`src/rtl/pc_sequencer.sv`:
```
// pc_sequencer
//   Owns the program counter and sequences instruction fetch for the CPU core.
//   The FSM runs IDLE -> FETCH -> EXEC, with a HALT state. It uses a req/ack
//   handshake to instruction memory. The next PC comes from one of three sources:
//   increment, redirect (branch/jump) or, optionally, a return stack.
//
// Configuration macro
//   PC_SEQ_RAS_EN  when defined, adds a RAS_DEPTH-entry circular return
//                  stack that is driven by Call_Valid / Ret_Valid. When it is
//                  undefined, those two ports are ignored and Ras_Err reads 0.
//
// Ports
//   Clk, Clear              clock / asynchronous active-high reset
//   Fetch_Req, Fetch_Addr   fetch request (high in FETCH) and its address (=PC)
//   Fetch_Ack               memory done, only looked at in FETCH
//   Instr_Valid             high in every EXEC cycle
//   Stall, Halt             EXEC controls: hold the instruction / go to HALT
//   Redirect_Valid/_Target  branch/jump target; also the call target
//   Resume                  leave HALT
//   Call_Valid, Ret_Valid   push PC+1 and jump / pop into PC (RAS build only)
//   PC, Next_PC             current PC and PC+1 (mod 2^PC_W)
//   Halted                  high in HALT
//   Ras_Err                 sticky return-stack underflow/overflow
module pc_sequencer #(
  parameter int              PC_W      = 8,
  parameter logic [PC_W-1:0] RESET_PC  = '0,
  parameter int              RAS_DEPTH = 4
) (
  input  logic            Clk,
  input  logic            Clear,
  output logic            Fetch_Req,
  output logic [PC_W-1:0] Fetch_Addr,
  input  logic            Fetch_Ack,
  output logic            Instr_Valid,
  input  logic            Stall,
  input  logic            Redirect_Valid,
  input  logic [PC_W-1:0] Redirect_Target,
  input  logic            Halt,
  input  logic            Resume,
  input  logic            Call_Valid,
  input  logic            Ret_Valid,
  output logic [PC_W-1:0] PC,
  output logic [PC_W-1:0] Next_PC,
  output logic            Halted,
  output logic            Ras_Err
);

  typedef enum logic [1:0] {ST_IDLE, ST_FETCH, ST_EXEC, ST_HALT} state_t;

  localparam logic [PC_W-1:0] PC_ONE = PC_W'(1);

  state_t          state_q;
  logic [PC_W-1:0] pc_q;
  logic [PC_W-1:0] pc_plus1;

  // Wraps silently at 2^PC_W.
  assign pc_plus1 = pc_q + PC_ONE;

`ifdef PC_SEQ_RAS_EN
  localparam int PTR_W = $clog2(RAS_DEPTH);
  localparam logic [PTR_W-1:0] PTR_ONE = PTR_W'(1);
  localparam logic [PTR_W:0]   CNT_ONE = (PTR_W + 1)'(1);
  localparam logic [PTR_W:0]   CNT_MAX = (PTR_W + 1)'(RAS_DEPTH);

  logic [PC_W-1:0]  ras_mem [RAS_DEPTH];
  logic [PTR_W-1:0] top_q;      // next slot to write; top_q-1 holds the newest entry
  logic [PTR_W-1:0] top_m1;
  logic [PTR_W:0]   cnt_q;      // live entries, saturates at RAS_DEPTH
  logic             ras_err_q;
  logic             do_push;

  assign top_m1  = top_q - PTR_ONE;
  // Same priority as the FSM: Halt, Stall and Ret all beat a call.
  assign do_push = (state_q == ST_EXEC) && !Halt && !Stall && !Ret_Valid && Call_Valid;

  // When the stack is full, top_q already points at the oldest entry, so a push overwrites it.
  always_ff @(posedge Clk) begin
    if (do_push) ras_mem[top_q] <= pc_plus1;
  end

  assign Ras_Err = ras_err_q;
`else
  logic unused_ras_ports;
  localparam int unused_ras_depth = RAS_DEPTH;
  assign unused_ras_ports = Call_Valid ^ Ret_Valid;
  assign Ras_Err          = 1'b0;
`endif

  always_ff @(posedge Clk or posedge Clear) begin
    if (Clear) begin
      state_q   <= ST_IDLE;
      pc_q      <= RESET_PC;
`ifdef PC_SEQ_RAS_EN
      top_q     <= '0;
      cnt_q     <= '0;
      ras_err_q <= 1'b0;
`endif
    end else begin
      case (state_q)
        ST_IDLE: state_q <= ST_FETCH;
        ST_FETCH: begin
          if (Fetch_Ack) state_q <= ST_EXEC;
        end
        ST_EXEC: begin
          // Each edge performs exactly one action, and the highest priority wins.
          if (Halt) begin
            pc_q    <= pc_plus1;
            state_q <= ST_HALT;
          end else if (Stall) begin
            state_q <= ST_EXEC;
`ifdef PC_SEQ_RAS_EN
          end else if (Ret_Valid) begin
            if (cnt_q == '0) begin
              pc_q      <= pc_plus1;
              ras_err_q <= 1'b1;
            end else begin
              pc_q  <= ras_mem[top_m1];
              top_q <= top_m1;
              cnt_q <= cnt_q - CNT_ONE;
            end
            state_q <= ST_FETCH;
          end else if (Call_Valid) begin
            top_q <= top_q + PTR_ONE;
            if (cnt_q == CNT_MAX) ras_err_q <= 1'b1;
            else                  cnt_q     <= cnt_q + CNT_ONE;
            pc_q    <= Redirect_Target;
            state_q <= ST_FETCH;
`endif
          end else if (Redirect_Valid) begin
            pc_q    <= Redirect_Target;
            state_q <= ST_FETCH;
          end else begin
            pc_q    <= pc_plus1;
            state_q <= ST_FETCH;
          end
        end
        ST_HALT: begin
          if (Resume) state_q <= ST_FETCH;
        end
        default: state_q <= ST_IDLE;
      endcase
    end
  end

  assign Fetch_Req   = (state_q == ST_FETCH);
  assign Instr_Valid = (state_q == ST_EXEC);
  assign Halted      = (state_q == ST_HALT);
  assign Fetch_Addr  = pc_q;
  assign PC          = pc_q;
  assign Next_PC     = pc_plus1;

endmodule
```
`config.mk`:
```
export PLATFORM = sky130hd
export DESIGN_NAME = pc_sequencer
export DESIGN_NICKNAME = d
export VERILOG_FILES = /design/src/rtl/pc_sequencer.sv
export SDC_FILE = /design/constraint.sdc
export NUM_CORES = 1
export LEC_CHECK = 0
export CAP_MARGIN = 25
export CORE_MARGIN = 2
export CORE_UTILIZATION = 37
export CTS_CLUSTER_DIAMETER = 30
export DETAILED_ROUTE_END_ITERATION = 7
export GPL_TIMING_DRIVEN = 0
export PLACE_DENSITY = 0.79
export SLEW_MARGIN = 20
export SYNTH_ARGS = -nofsm -noshare
export SYNTH_HDL_FRONTEND = slang
export SYNTH_SLANG_ARGS = --single-unit
```
`constraint.sdc`:
```
create_clock -name Clk -period 1.9 [get_ports Clk]
set_clock_uncertainty 0.1 [all_clocks]
set_input_delay 0.475 -clock Clk [delete_from_list [all_inputs] [get_ports Clk]]
set_output_delay 0.475 -clock Clk [all_outputs]
set_load 0.02 [all_outputs]
```
**Word-level counts from Yosys, hierarchy flattened**

Index checks and enable logic that the tools add are counted.

- Register bits after elaboration: 10
- Output and inout port bits: 28
- Logic and storage cells: 20

- $add $sub $neg: 1
- Equal/unequal tests: 6
- Mux-type cells: 8
- Reduce and logical (&&, ||, !) cells: 3

Operators with widths:

| kind | count |
|---|---|
| 8-bit 2-to-1 mux | 3 |
| 8-bit by 1-bit adder with 8-bit output, second input constant | 1 |
| 2-bit 2-to-1 mux | 4 |
| 2-bit one-hot mux with 4 select lines | 1 |
| 2-bit == test, second input constant | 2 |
| 2-bit by 1-bit != test with 1-bit output, second input constant | 2 |
| 2-bit AND reduction | 2 |
| 2-bit by 1-bit == test with 1-bit output, second input constant | 1 |
| 2-bit zero test | 1 |
| 2-bit != test, second input constant | 1 |

**Longest topological paths before layout**

Gate-level depths: netlist (run 1).

- Word-level depth: 4
- Mapped depth: 6
- Gate-level depth less buffers: 6

**Least setup slack after synthesis (run 1)**

OpenSTA, ideal clock, no wires.

- Kind: register to output
- Start point: register pc_q[2], in the netlist Fetch_Addr[2]
- End point: output Next_PC[7]
- Data arrival time: 1536 ps
- Required time: 1325 ps
- Path slack: -211 ps
- Cell stages (with the launch flop): 5
- Buffers on the path: 1
- Cell sequence: dfrtp_1 -> buf_2 -> nand3_1 -> or3_4 -> xnor2_1

- Word-level cells in the longest chain between the ends: 1

RTL lines:

| element | line | text |
|---|---|---|
| from (decl) | 53 | `logic [PC_W-1:0] pc_q;` |
| from (signal assigned) | 107 | `pc_q <= pc_plus1;` |
| from (signal assigned) | 130 | `pc_q <= Redirect_Target;` |
| from (signal assigned) | 133 | `pc_q <= pc_plus1;` |
| 8-bit by 1-bit adder with 8-bit output | 57 | `assign pc_plus1 = pc_q + PC_ONE;` |
| to (decl) | 43 | `output logic [PC_W-1:0] Next_PC,` |

No other way between the ends.

**Worst setup path in the final report (run 1)**

- Start point: register pc_q[4], in the netlist Fetch_Addr[4]
- End point: output Next_PC[7]

Same word-level chain as after synthesis.

==> flow_summary.ini, run 1 <==
[outcome]
outcome = finished with violations
violations = negative setup slack

[sta]
rsz0062_at_grt = true
period_share = 1.116
relSlewSlack = 0.6731
hold_viol = 0
max_freq_ghz = 0.4717
maxSlewViolCount = 0
tightestPinTransition_ns = 0.4852
fin_ws_ns = -0.2202
setup_violations = 5
fin_crit_ns = 2.120

[yosys]
synth_top_area_frac = 0.3145
syn_avg_cell_area_um2 = 8.204
synth_cell_type_count = 29
synth_nets = 118
syn_inst = 97
synth_common_cells = a21oi_1, dfrtp_1, buf_4, nand2_1
ys_ff_latch = 10
ys_warn_count = 0
ys.flop_type = dfrtp_1
ys_top_cells_by_area = dfrtp_1, buf_4, a21oi_1, ha_1, xnor2_1
synth_seq_area_share = 0.3145
yosys.area.top_type = dfrtp_1
ys_async_sr_fraction = 1.000
post-synth-top-count-cell = a21oi_1
synth_area_um2 = 795.8
synth-edff-count = 0

[final_layout]
fillCellCount = 149
multi_input_area_um2 = 519.2
antenna_cells = 0
layout.cells.non_filler = 187
area_growth_pct = 86.32
seqCellArea_um2 = 259.0
fin_area_mm2 = 0.001483
final_nets = 182
final_layout_size_suffix_gt1_frac = 0.4000
postLayoutCoreUtil = 0.7406

[routing]
antenna_left = 0
drtIter0Drc = 17
num_vias = 937
first_pass_iters = 4
wire_per_inst_um = 14.47
routed_wl_mm = 2.705
drc = 0
via_per_inst = 5.011

[place]
hpwl_mm = 1.743
placedCellCount = 165
place_area_mm2 = 0.001260
pre_cts_ws_ns = -0.4981
portBuffers = 41
finalWeightedCongestion = 0.8245

[grt]
grt_busiest_layer = met2
grt_pass1_vias = 836
met1_usage = 0.2369
grt_max_degree = 11
grt_pass1_wl_mm = 3.767
antenna_found_initial = 0
met3_usage = 0.04464
grt_usage = 0.1941
globalRoute.totalOverflow = 0
grtUsageMet2 = 0.3355

[hold_path]
hold_class = primary input to async pin

[power_and_ir_drop]
seq_power_share = 0.175
p_leak_nw = 0.6972
internal_power_w = 0.001493
pwr-share-comb = 0.768
swShare = 0.4599
powerDensity_mw_per_mm2 = 1865
power.switching_w = 0.001271
ir_worst_vdd_mv = 1.210
power_w = 0.002764
clockPowerShare = 0.057

[clock_network]
clockRootBuffer = clkbuf_4
clk_path_buf_depth = 2
clkTransAtPathRegs_ns = 0.07
tritoncts = yes
htree_levels = 1
clk_latency_ns = 0.27
postCtsHoldBufs = 0
cts_buffers = 3
clock-sinks = 10

[setup_path]
worstSetupPathType = flip-flop to primary output
cp-start-kind = flip-flop
critPathArrivalTime_ns = 1.55
crit_required_ns = 1.32
path_max_fanout = 5
endpoint_kind = primary output
r2r_cells = 5

[floorplan]
fp-row-count = 16
floorplan.initialDensity = 0.3975
ios = 45
fp.coreArea_mm2 = 0.002002
dieArea_mm2 = 0.002538
die_w_um = 50.38
die_h_um = 50.38

[run]
maxCapViolations = 0
## path summary, 6_finish.rpt
check | from | to | slack (ns)
hold reg to reg | state_q[0]$_DFFE_PP0P_ | state_q[0]$_DFFE_PP0P_ | 0.48
hold / removal | Clear | Fetch_Addr[4]$_DFFE_PP0P_ | 0.41
setup / recovery | Fetch_Addr[4]$_DFFE_PP0P_ | Next_PC[7] | -0.22
max in group asynchronous | Clear | Fetch_Addr[3]$_DFFE_PP0P_ | 0.98
min in group Clk | state_q[0]$_DFFE_PP0P_ | state_q[0]$_DFFE_PP0P_ | 0.48
setup reg to reg | Fetch_Addr[4]$_DFFE_PP0P_ | Fetch_Addr[7]$_DFFE_PP0P_ | 0.26
## metal layers
metal  vias to the layer above  share of wire
li1                        450              -
met1                       452           0.41
met2                        29           0.52
met3                         6          0.045
met4                         0          0.020
met5                         -              0
## final cells by class
type,instances,area share
Buffer,13,0.06667
Inverter,7,0.01772
Sequential cell,10,0.1747
Clock buffer,4,0.01772
Multi-Input combinational cell,67,0.3502
Tap cell,27,0.02278
Timing Repair Buffer,59,0.3502
## stage by stage
step                hold slack, ns  TNS (ns)
finish                      0.4079   -0.5558
CTS                         0.4318   -0.7484
floorplan                   0.2151         0
global placement            0.4548    -2.854
detailed placement          0.4620    -3.129
global route                0.4553   -0.8538
## power by group through the flow
stage          Combinational (W)  Clock (W)  Sequential, W
2_1_floorplan           0.000939          0       0.000570
4_1_cts                  0.00176   0.000159       0.000490
3_5_place_dp             0.00179          0       0.000491
5_1_grt                  0.00225   0.000172       0.000504
3_3_place_gp             0.00175          0       0.000483
6_report                 0.00212   0.000158       0.000484
## sequential cells by signal (all words and copies together) (netlist names)
register	count
Fetch_Addr	8
state_q	2
## timing repair
item | 4_1_cts | 5_1_grt
setup buffers | 6 | 12
resized for setup | 60 | 22
gates cloned | 0 | 0
pin swaps | 2 | 5
endpoints found under the setup margin | 25 | 13
## logic make-up after synthesis
family	Yosys count	share of synthesized area
muxes	1	0.01258
xor gates and xnor gates	6	0.06604
adders and majority gates	4	0.06290
buffers and inverters	20	0.1415
DFF	10	0.3145
AOI/OAI and AO/OA	30	0.2359
other	1	0.004712
and+or+nand+nor	25	0.1619
## cells in the final DEF (no fill, tap or decap), types with 2 or more instances in the layout
cell,n
nand2b_1,2
dlygate4sd2_1,12
nor2b_1,3
ha_1,3
buf_6,3
buf_4,32
nand3_1,2
dfrtp_2,7
clkdlybuf4s50_1,18
nor2_1,2
nand3_4,2
dfrtp_1,3
clkbuf_4,5
o21ai_0,7
a21oi_1,12
xnor2_2,2
inv_1,7
clkbuf_2,2
nand2_1,8
nand3_2,2
xnor2_1,2
o22ai_1,3
## critical path: stages, from the launching register on
cell	delay (ns)
dfrtp_2	0.42
nand3_2	0.12
or3_4	0.43
xnor2_4	0.17
buf_6	0.13
(Power assumes the default switching activity.)
==> inputs of run 2 (changes only) <==
--- a/config.mk
+++ b/config.mk
@@ -7,11 +7,10 @@
 export LEC_CHECK = 0
 export CAP_MARGIN = 25
 export CORE_MARGIN = 2
-export CORE_UTILIZATION = 37
-export CTS_CLUSTER_DIAMETER = 30
+export CORE_UTILIZATION = 34
 export DETAILED_ROUTE_END_ITERATION = 7
 export GPL_TIMING_DRIVEN = 0
-export PLACE_DENSITY = 0.79
+export PLACE_DENSITY = 0.76
 export SLEW_MARGIN = 20
 export SYNTH_ARGS = -nofsm -noshare
 export SYNTH_HDL_FRONTEND = slang
==> constraint.sdc (replaced) <==
create_clock -name Clk -period 1.7 [get_ports Clk]
set_clock_uncertainty 0.1 [all_clocks]
set_input_delay 0.425 -clock Clk [delete_from_list [all_inputs] [get_ports Clk]]
set_output_delay 0.425 -clock Clk [all_outputs]
set_load 0.02 [all_outputs]
==> run 2 against run 1 <==
Compared with the run above: the run still ends with negative setup slack left; critical endpoint unchanged; global-route usage up 3.0 points; first-iteration DRC count rose by 29%; largest power group unchanged; critical path type unchanged; via count rose by 2.6%; flip-flop and latch count is the same; final area up 10%; highest routed layer unchanged.
==> flow_summary.ini, run 2 (same netlist as run 1, synthesis figures left out) <==
[floorplan]
die_w_um = 52.38
dieArea_mm2 = 0.002744
ios = 45
fp.coreArea_mm2 = 0.002212
die_h_um = 52.38
fp-row-count = 17
floorplan.initialDensity = 0.3597

[outcome]
violations = negative setup slack
outcome = finished with violations

[sta]
rsz0062_at_grt = true
period_share = 1.198
fin_hold_ws_ns = 0.3093
setup_violations = 9
finalSetupTns_ns = -1.645
hold_viol = 0
max_freq_ghz = 0.4910
maxSlewViolCount = 0
fin_ws_ns = -0.3365
fin_crit_ns = 2.037

[run]
maxCapViolations = 0

[final_layout]
final_nets = 192
layout.cells.non_filler = 198
largest_register_ffs = 8
final_layout_size_suffix_gt1_frac = 0.5412
area_growth_pct = 104.9
fillCellCount = 174
fin_area_mm2 = 0.001630
multi_input_area_um2 = 563.0
final_common_cell = buf_4
final_cell_mix = buf_4, clkdlybuf4s50_1, buf_6
seqCellArea_um2 = 259.0
antenna_cells = 0

[setup_path]
endpoint_kind = primary output
path_max_fanout = 3
slowest_delay_ns = 0.45
cp-start-kind = flip-flop
crit_required_ns = 1.17
critPathArrivalTime_ns = 1.51
worstSetupPathType = flip-flop to primary output
crit_path_cell_trace = inv_1, or3_4, xnor2_4, buf_6
crit_slowest_cell = or3_4

[grt]
grt_pass1_vias = 936
grt_pass1_wl_mm = 4.416
globalRoute.totalOverflow = 0
antenna_found_initial = 0
grt_max_degree = 11
grt_usage = 0.2240

[power_and_ir_drop]
ir_worst_vdd_mv = 1.380
powerDensity_mw_per_mm2 = 2173
p_leak_nw = 0.7733

[clock_network]
postCtsHoldBufs = 0
htree_levels = 1
cts_buffers = 3
tritoncts = yes
clockRootBuffer = clkbuf_4
clkTransAtPathRegs_ns = 0.08
clk_path_buf_depth = 2
clock-sinks = 10
clk_latency_ns = 0.29

[routing]
first_pass_iters = 4
via_per_inst = 4.854
num_vias = 961
drc = 0
drtIter0Drc = 22
wire_per_inst_um = 14.89
routed_wl_mm = 2.949
antenna_left = 0

[place]
portBuffers = 41
finalWeightedCongestion = 0.8044
placedCellCount = 166
place_area_mm2 = 0.001306
hpwl_mm = 1.730

[hold_path]
hold_class = primary input to async pin
[run 2: cell count changes in the layout (fill, tap and decap cells not counted), sizes merged]
cell,change
dlygate4sd2,-9
dlymetal6s2s,-1
clkbuf,-1
clkdlybuf4s50,-4
clkdlybuf4s15,+2
buf,+23
[run 2: repair_timing]
action | in CTS | in global routing
gates resized for setup | 107 | 33
pin swaps | 6 | 2
setup endpoints to repair | 32 | 22
setup buffers | 25 | 5
[run 2: path summary, 6_finish.rpt]
| path | to | slack [ns] | startpoint | cells past startpoint |
|---|---|---|---|---|
| worst max-delay path | Next_PC[7] | -0.34 | Fetch_Addr[6]$_DFFE_PP0P_ | 4 |
| worst min register to register | state_q[0]$_DFFE_PP0P_ | 0.49 | state_q[0]$_DFFE_PP0P_ | 1 |
| worst max register to register | Fetch_Addr[6]$_DFFE_PP0P_ | 0.12 | state_q[0]$_DFFE_PP0P_ | 6 |
| min in group Clk | state_q[0]$_DFFE_PP0P_ | 0.49 | state_q[0]$_DFFE_PP0P_ | 1 |
| max in group asynchronous | Fetch_Addr[3]$_DFFE_PP0P_ | 0.88 | Clear | 2 |
| worst min-delay path | state_q[1]$_DFFE_PP0P_ | 0.31 | Clear | 2 |
[run 2: area by class of cell]
type                            count  area share
Buffer                             13     0.06447
Tap cell                           28     0.02149
Inverter                            7     0.01765
Clock buffer                        4     0.02226
Timing Repair Buffer               69      0.3699
Sequential cell                    10      0.1589
Multi-Input combinational cell     67      0.3454
[run 2: metal layers]
metal	vias up	global-route usage	routed length, µm
met5	-	0	0
met4	0	0.09402	33
li1	473	-	-
met3	4	0.06571	208
met2	40	0.3875	1595
met1	444	0.2535	1112
[run 2: metrics by stage]
| step | setup WS (ns) | util | total power, W |
|---|---|---|---|
| finish | -0.3365 | 0.7370 | 0.003543 |
| global route | -0.3930 | 0.7370 | 0.003727 |
| CTS | -0.3278 | 0.7048 | 0.003276 |
| detailed placement | -0.6175 | 0.5905 | 0.002654 |
| global placement | -0.5868 | 0.5905 | 0.002607 |
| floorplan | -0.1211 | - | 0.001782 |
[run 2: worst max-delay path: cells and delay by family (launching register included)]
family	cells	cell delay (ns)
xor gates and xnor gates	1	0.15
buffers and inverters	2	0.24
DFF	1	0.39
and+or+nand+nor	1	0.45
[run 2: power by group]
part           internal (W)  leakage (nW)  total [W]  switching (W)
registers          0.000371         0.111   0.000525       0.000154
logic               0.00147         0.642    0.00279        0.00132
clock network      0.000131        0.0210   0.000226      0.0000958
